--- src/rtl/serial_word_feeder.sv ---
// Parallel-to-serial front end for the 11-bit left shift register: takes a word over
// valid/ready, clears the register, then streams the word MSB-first at one bit per DIV cycles.
module serial_word_feeder #(
    parameter int N     = 11,
    parameter int CNT_W = 4,
    parameter int DIV   = 1,
    parameter int DIV_W = 4
) (
    input  logic         clk,
    input  logic         clr,
    input  logic         abort,
    input  logic         in_valid,
    input  logic [N-1:0] in_data,
    output logic         in_ready,
    output logic         ser_out,
    output logic         shift_en,
    output logic         sclr_out,
    output logic         busy,
    output logic         done
);

    typedef enum logic [1:0] {
        S_IDLE,
        S_CLEAR,
        S_SHIFT,
        S_DONE
    } state_t;

    localparam logic [DIV_W-1:0] PACE_LAST = DIV_W'(DIV - 1);
    localparam logic [CNT_W-1:0] BIT_LAST  = CNT_W'(N - 1);

    state_t             state_q, state_d;
    logic [N-1:0]       hold_q, hold_d;
    logic [CNT_W-1:0]   bit_cnt_q, bit_cnt_d;
    logic [DIV_W-1:0]   pace_cnt_q, pace_cnt_d;
    logic               shift_strobe;

    // Strobe is a pure decode of registered state so no input reaches any output.
    assign shift_strobe = (state_q == S_SHIFT) && (pace_cnt_q == PACE_LAST);

    always_ff @(posedge clk or negedge clr) begin
        if (!clr) begin
            state_q    <= S_IDLE;
            hold_q     <= '0;
            bit_cnt_q  <= '0;
            pace_cnt_q <= '0;
        end else begin
            state_q    <= state_d;
            hold_q     <= hold_d;
            bit_cnt_q  <= bit_cnt_d;
            pace_cnt_q <= pace_cnt_d;
        end
    end

    always_comb begin
        state_d    = state_q;
        hold_d     = hold_q;
        bit_cnt_d  = bit_cnt_q;
        pace_cnt_d = pace_cnt_q;

        case (state_q)
            S_IDLE: begin
                if (in_valid) begin
                    hold_d  = in_data;
                    state_d = S_CLEAR;
                end
            end
            S_CLEAR: begin
                bit_cnt_d  = '0;
                pace_cnt_d = '0;
                state_d    = S_SHIFT;
            end
            S_SHIFT: begin
                if (shift_strobe) begin
                    pace_cnt_d = '0;
                    hold_d     = {hold_q[N-2:0], 1'b0};
                    bit_cnt_d  = bit_cnt_q + 1'b1;
                    if (bit_cnt_q == BIT_LAST) begin
                        state_d = S_DONE;
                    end
                end else begin
                    pace_cnt_d = pace_cnt_q + 1'b1;
                end
            end
            S_DONE: begin
                state_d = S_IDLE;
            end
            default: begin
                state_d = S_IDLE;
            end
        endcase

        // Abort overrides everything, including a capture in IDLE.
        if (abort) begin
            state_d    = S_IDLE;
            hold_d     = hold_q;
            bit_cnt_d  = '0;
            pace_cnt_d = '0;
        end
    end

    assign in_ready = (state_q == S_IDLE);
    assign sclr_out = (state_q == S_CLEAR);
    assign busy     = (state_q == S_CLEAR) || (state_q == S_SHIFT);
    assign done     = (state_q == S_DONE);
    assign ser_out  = (state_q == S_SHIFT) && hold_q[N-1];
    assign shift_en = shift_strobe;

endmodule

--- config.mk ---
export PLATFORM = sky130hd
export DESIGN_NAME = serial_word_feeder
export DESIGN_NICKNAME = d
export VERILOG_FILES = /design/src/rtl/serial_word_feeder.sv
export SDC_FILE = /design/constraint.sdc
export NUM_CORES = 1
export LEC_CHECK = 0
export ABC_CLOCK_PERIOD_IN_PS = 2300
export CAP_MARGIN = 5
export CORE_AREA = 2 2 57 59
export CTS_CLUSTER_SIZE = 14
export DETAILED_ROUTE_END_ITERATION = 12
export DIE_AREA = 0 0 59 61
export MAX_ROUTING_LAYER = met4
export SKIP_CTS_REPAIR_TIMING = 1
export SYNTH_ARGS = -nofsm -noshare
export SYNTH_HDL_FRONTEND = slang
export SYNTH_SLANG_ARGS = --single-unit
--- constraint.sdc ---
create_clock -name clk -period 2.3 [get_ports clk]
set_clock_uncertainty 0.15 [all_clocks]
set_input_delay 0.46 -clock clk [delete_from_list [all_inputs] [get_ports clk]]
set_output_delay 0.46 -clock clk [all_outputs]
set_load 0.02 [all_outputs]
* After elaboration in Yosys (flattened, before gate mapping)
Cells that the tools add are included.
** Storage, ports and cells
- Register bits after elaboration :: 21
- Input bits :: 15
- Output and inout port bits :: 6
- Word-level logic and storage cells :: 40
** Cells by class
- Add/subtract/negate cells :: 2
- Equal/unequal tests :: 9
- Multiplexer cells :: 14
- Bitwise logic cells :: 1
- Reductions and logical operators :: 10
** Operators by type and width (number)
- 11-bit two-way mux :: 2
- 11-bit case mux with 2 select lines :: 1
- 4-bit two-way mux :: 4
- 4-bit case mux with 2 select lines :: 2
- 4-bit by 1-bit adder with 4-bit output, second input constant :: 2
- 2-bit two-way mux :: 4
- 2-bit case mux with 4 select lines :: 1
- 3-bit != test, second input constant :: 2
- 2-bit equality test, second input constant :: 2
- 4-bit equality test, second input constant :: 1
- 4-bit logical NOT :: 1
- 2-bit != test, second input constant :: 2
- 4-bit AND reduction :: 1
- 3-bit by 2-bit != test with 1-bit output, second input constant :: 1
- 3-bit AND reduction :: 1
- 3-bit nonzero test :: 1
- 2-bit by 1-bit equality test with 1-bit output, second input constant :: 1
- 1-bit logical AND :: 2
- 2-bit logical NOT :: 1
- 2-bit AND reduction :: 1
- 2-bit nonzero test :: 1
- 1-bit logical OR :: 1
- 1-bit inverter :: 1

* Logic depth before layout (Yosys ltp)
- Word-level depth :: 5
- Mapped depth :: 7
- Depth with buffers taken out :: 6

* Worst setup path before layout
No wires, ideal clock.
- Kind :: reg2out
- Start point :: register state_q[0]
- End point :: output port ser_out
- Arrival time :: 1.439 ns
- Data required time :: 1.690 ns
- Path slack :: 0.251 ns
- Stages on the path, launching flop included :: 6
- Buffers on the path :: 2
- Cell sequence :: dfrtp_1 -> inv_1 -> ha_1 -> buf_2 -> buf_1 -> and2_1
** On the way
- Longest elaborated chain between the ends :: 2
** Ends and longest elaborated chain
- from (decl) :: line 32 : state_t state_q, state_d;
- from (signal assigned) :: line 48 : state_q <= state_d;
- 2-bit equality test :: line 106 : assign ser_out = (state_q == S_SHIFT) && hold_q[N-1];
- 1-bit logical AND :: line 106
- to (decl) :: line 15 : output logic ser_out,
Every way passes these cells.

* Final worst setup path
- Start point :: register state_q[0]
- End point :: output port done
** On the way
- Longest elaborated chain between the ends :: 1
** Ends and longest elaborated chain
- 2-bit equality test :: line 105 : assign done = (state_q == S_DONE);
- to (decl) :: line 19 : output logic done
Every way passes these cells.

==> summary.txt <==
Layout
  – Finished Layout Cells: 184
  – Most common cell after layout, fill and taps aside: dfrtp_1
  – Most frequent cells in the layout: dfrtp_1, nor2_1, a21oi_1
  – Total Nets Final: 175
  – ANT cells: 0
  – Share of cells above drive strength 1: 11.9%
  – Final Util: 52.6%
  – Fillcell total: 295
  – Area Growth Syn to Fin: 27.4%

Synthesis
  – Syn_area_per_cell: 9.75 um2
  – Yosys warns: 0
  – Mapped Cells: 125
  – Register area share after synthesis: 43.1%
  – Synthesized area: 1220 um2
  – Synth Net Count: 148
  – Number of library cell types mapped by synthesis: 33
  – Yosys reg bits: 21

Place
  – Port bufs: 20
  – Gpl congestion: 0.781
  – Placed cell count: 180
  – DPL Wire Length: 1840 um

Critical path
  – Crit path max-delay family: buffers and inverters
  – Slowest CP cell: clkdlybuf4s50_1
  – Critical path, cell by cell: buf_4, ha_1, clkdlybuf4s50_1
  – Crit path depth: 3
  – R2R depth: 6
  – CP peak stage delay: 0.53 ns
  – Worst Path Buf+Inv: 2
  – Critical path class: flip-flop to output port
  – Critical path launch point type: flip-flop
  – Worst Path Max Fanout: 3
  – Crit path capture type: output port
  – Crit path required time: 1.69 ns
  – WP data arrival: 1.57 ns

Power and ir drop
  – Leakage: 0.000722 uW
  – Worst VDD drop: 0.000399 V
  – Tot Pwr: 1420 uW
  – Power per cell area: 917 nW/um2

Route
  – DRT Pass-1 Iters: 4
  – Via count: 944
  – Post-route ant nets: 0
  – Drc violations: 0
  – Drt total wl: 2410 um
  – Initial DRC count: 23
  – Drt wl/cell: 13.1 um
  – Via density per instance: 5.13

STA
  – Final Cycle Share: 94.6%
  – Fmax: 460 MHz
  – Minimum clock period: 2.18 ns
  – Slew margin rel.: 76.6%
  – Slew @ Worst Pin: 0.351 ns
  – RSZ-0062 raised after global routing: no
  – Max Slew Vio Count: 0
  – Final Hold Fails: 0
  – Setup violations, final: 0
  – Worst Hold Margin: 0.323 ns

GRT
  – Initial antenna violation count: 0
  – GRT Total Usage: 16.0%
  – Vias in the first global route: 939
  – Largest net degree at the start of global routing: 25
  – Grt ovf: 0
  – First-pass GRT wire length: 4220 um

Floorplanning
  – Ports: 21
  – # rows: 20
  – Die area: 3600 um2
  – Die width: 59 um
  – Die Ht: 61 um
  – Total core area: 2950 um2
  – Initial Util: 41.3%

Clock network
  – CTS buffer count: 3
  – Clock sink count: 21
  – CTS H-tree lvls: 1
  – CTS tree: yes
  – Clk_lat worst skew: 0.31 ns
  – Clk buf depth: 2
  – Register clock-pin slew on the reported worst setup and hold paths: 0.13 ns
  – Root buf cell: clkbuf_4

Job
  – Max cap viols: 0

Worst hold path
  – Hold Path Class: input pin to asynchronous set/reset pin

Outcome
  – Status: complete, no violations
-- flip-flops by register name, summed over array words and instances (netlist names) --
signal and flops:
bit_cnt_q 4, pace_cnt_q 4, hold_q 11, state_q 2
-- power by group --
part           total (uW)  leakage, uW  switching [uW]  internal [uW]
Clock                 187    0.0000139             121           66.2
Combinational         686     0.000450             363            323
Sequential            550     0.000259            67.3            483
Total                1420     0.000722             551            872
-- worst paths after layout --
kind,from,end,slack [ns]
setup / recovery,state_q[0]$_DFFE_PN0P_,done,0.12
hold / removal,clr,bit_cnt_q[0]$_DFFE_PN0P_,0.32
setup reg to reg,pace_cnt_q[0]$_DFFE_PN0P_,state_q[0]$_DFFE_PN0P_,0.29
hold reg to reg,hold_q[3]$_DFFE_PN0P_,hold_q[3]$_DFFE_PN0P_,0.39
max in group asynchronous,clr,bit_cnt_q[2]$_DFFE_PN0P_,1.45
min in group clk,hold_q[3]$_DFFE_PN0P_,hold_q[3]$_DFFE_PN0P_,0.39
-- stage by stage --
step | TNS [ns] | worst slack, ns | instance area [um2]
2_1_floorplan | 0 | 0.251 | 1220
3_3_place_gp | 0 | 0.179 | 1510
3_5_place_dp | 0 | 0.151 | 1510
4_1_cts | -0.427 | -0.214 | 1540
5_1_grt | 0 | 0.0212 | 1550
6_report | 0 | 0.125 | 1550
-- kinds of logic (layout without fill, tap and decap cells) --
group / after synthesis / after routing / synth area share [%]
muxes: 14 / 14 / 11.6
and+or+nand+nor: 43 / 43 / 20.7
adders and majority gates: 8 / 8 / 8.21
buffers and inverters: 13 / 39 / 4.41
xor gates and xnor gates: 1 / 1 / 0.719
DFF: 21 / 21 / 43.1
AOI/OAI and AO/OA: 25 / 25 / 11.2
-- routing by layer --
metal / routed length [um] / track usage, % / part of all wire, % / vias up
met5: 0 / - / 0 / -
met4: 29 / 6.49 / 1.2 / 0
met3: 81 / 2.35 / 3.4 / 4
met2: 1160 / 26.8 / 48 / 11
met1: 1140 / 19.2 / 47 / 437
li1: - / - / - / 492
-- cells in the mapped netlist, drive strengths merged --
master,n,area share [%]
nand3b,1,0.62
inv,7,2.2
a211oi,1,0.62
clkbuf,1,0.31
and2b,1,0.72
ha,8,8.2
nand2,1,0.31
nor3,4,1.6
a31oi,1,0.51
nand3,2,0.82
and4bb,1,1.0
nand4bb,1,0.92
a21oi,17,7.0
nor2,19,5.9
a41oi,1,0.72
o21ai,3,1.2
nor3b,2,2.2
dfrtp,21,43
or4b,2,1.6
o31ai,1,0.62
xor2,1,0.72
o22ai,1,0.51
nand4,1,0.51
and2,1,0.51
nand2b,3,1.5
mux2,1,0.92
nor2b,2,1.0
mux2i,13,11
nand4b,2,1.4
buf,5,2.0
-- final cells by class --
cell class,instances,area (um2),share of cell area (%)
timing repair buffer,28,285,18.4
tap,33,41.3,2.66
multi-input combinational,91,644,41.5
clock inverter,1,7.51,0.483
clock buffer,3,22.5,1.45
sequential,21,526,33.8
inverter,7,26.3,1.69
Power figures use the tool's default switching activity.
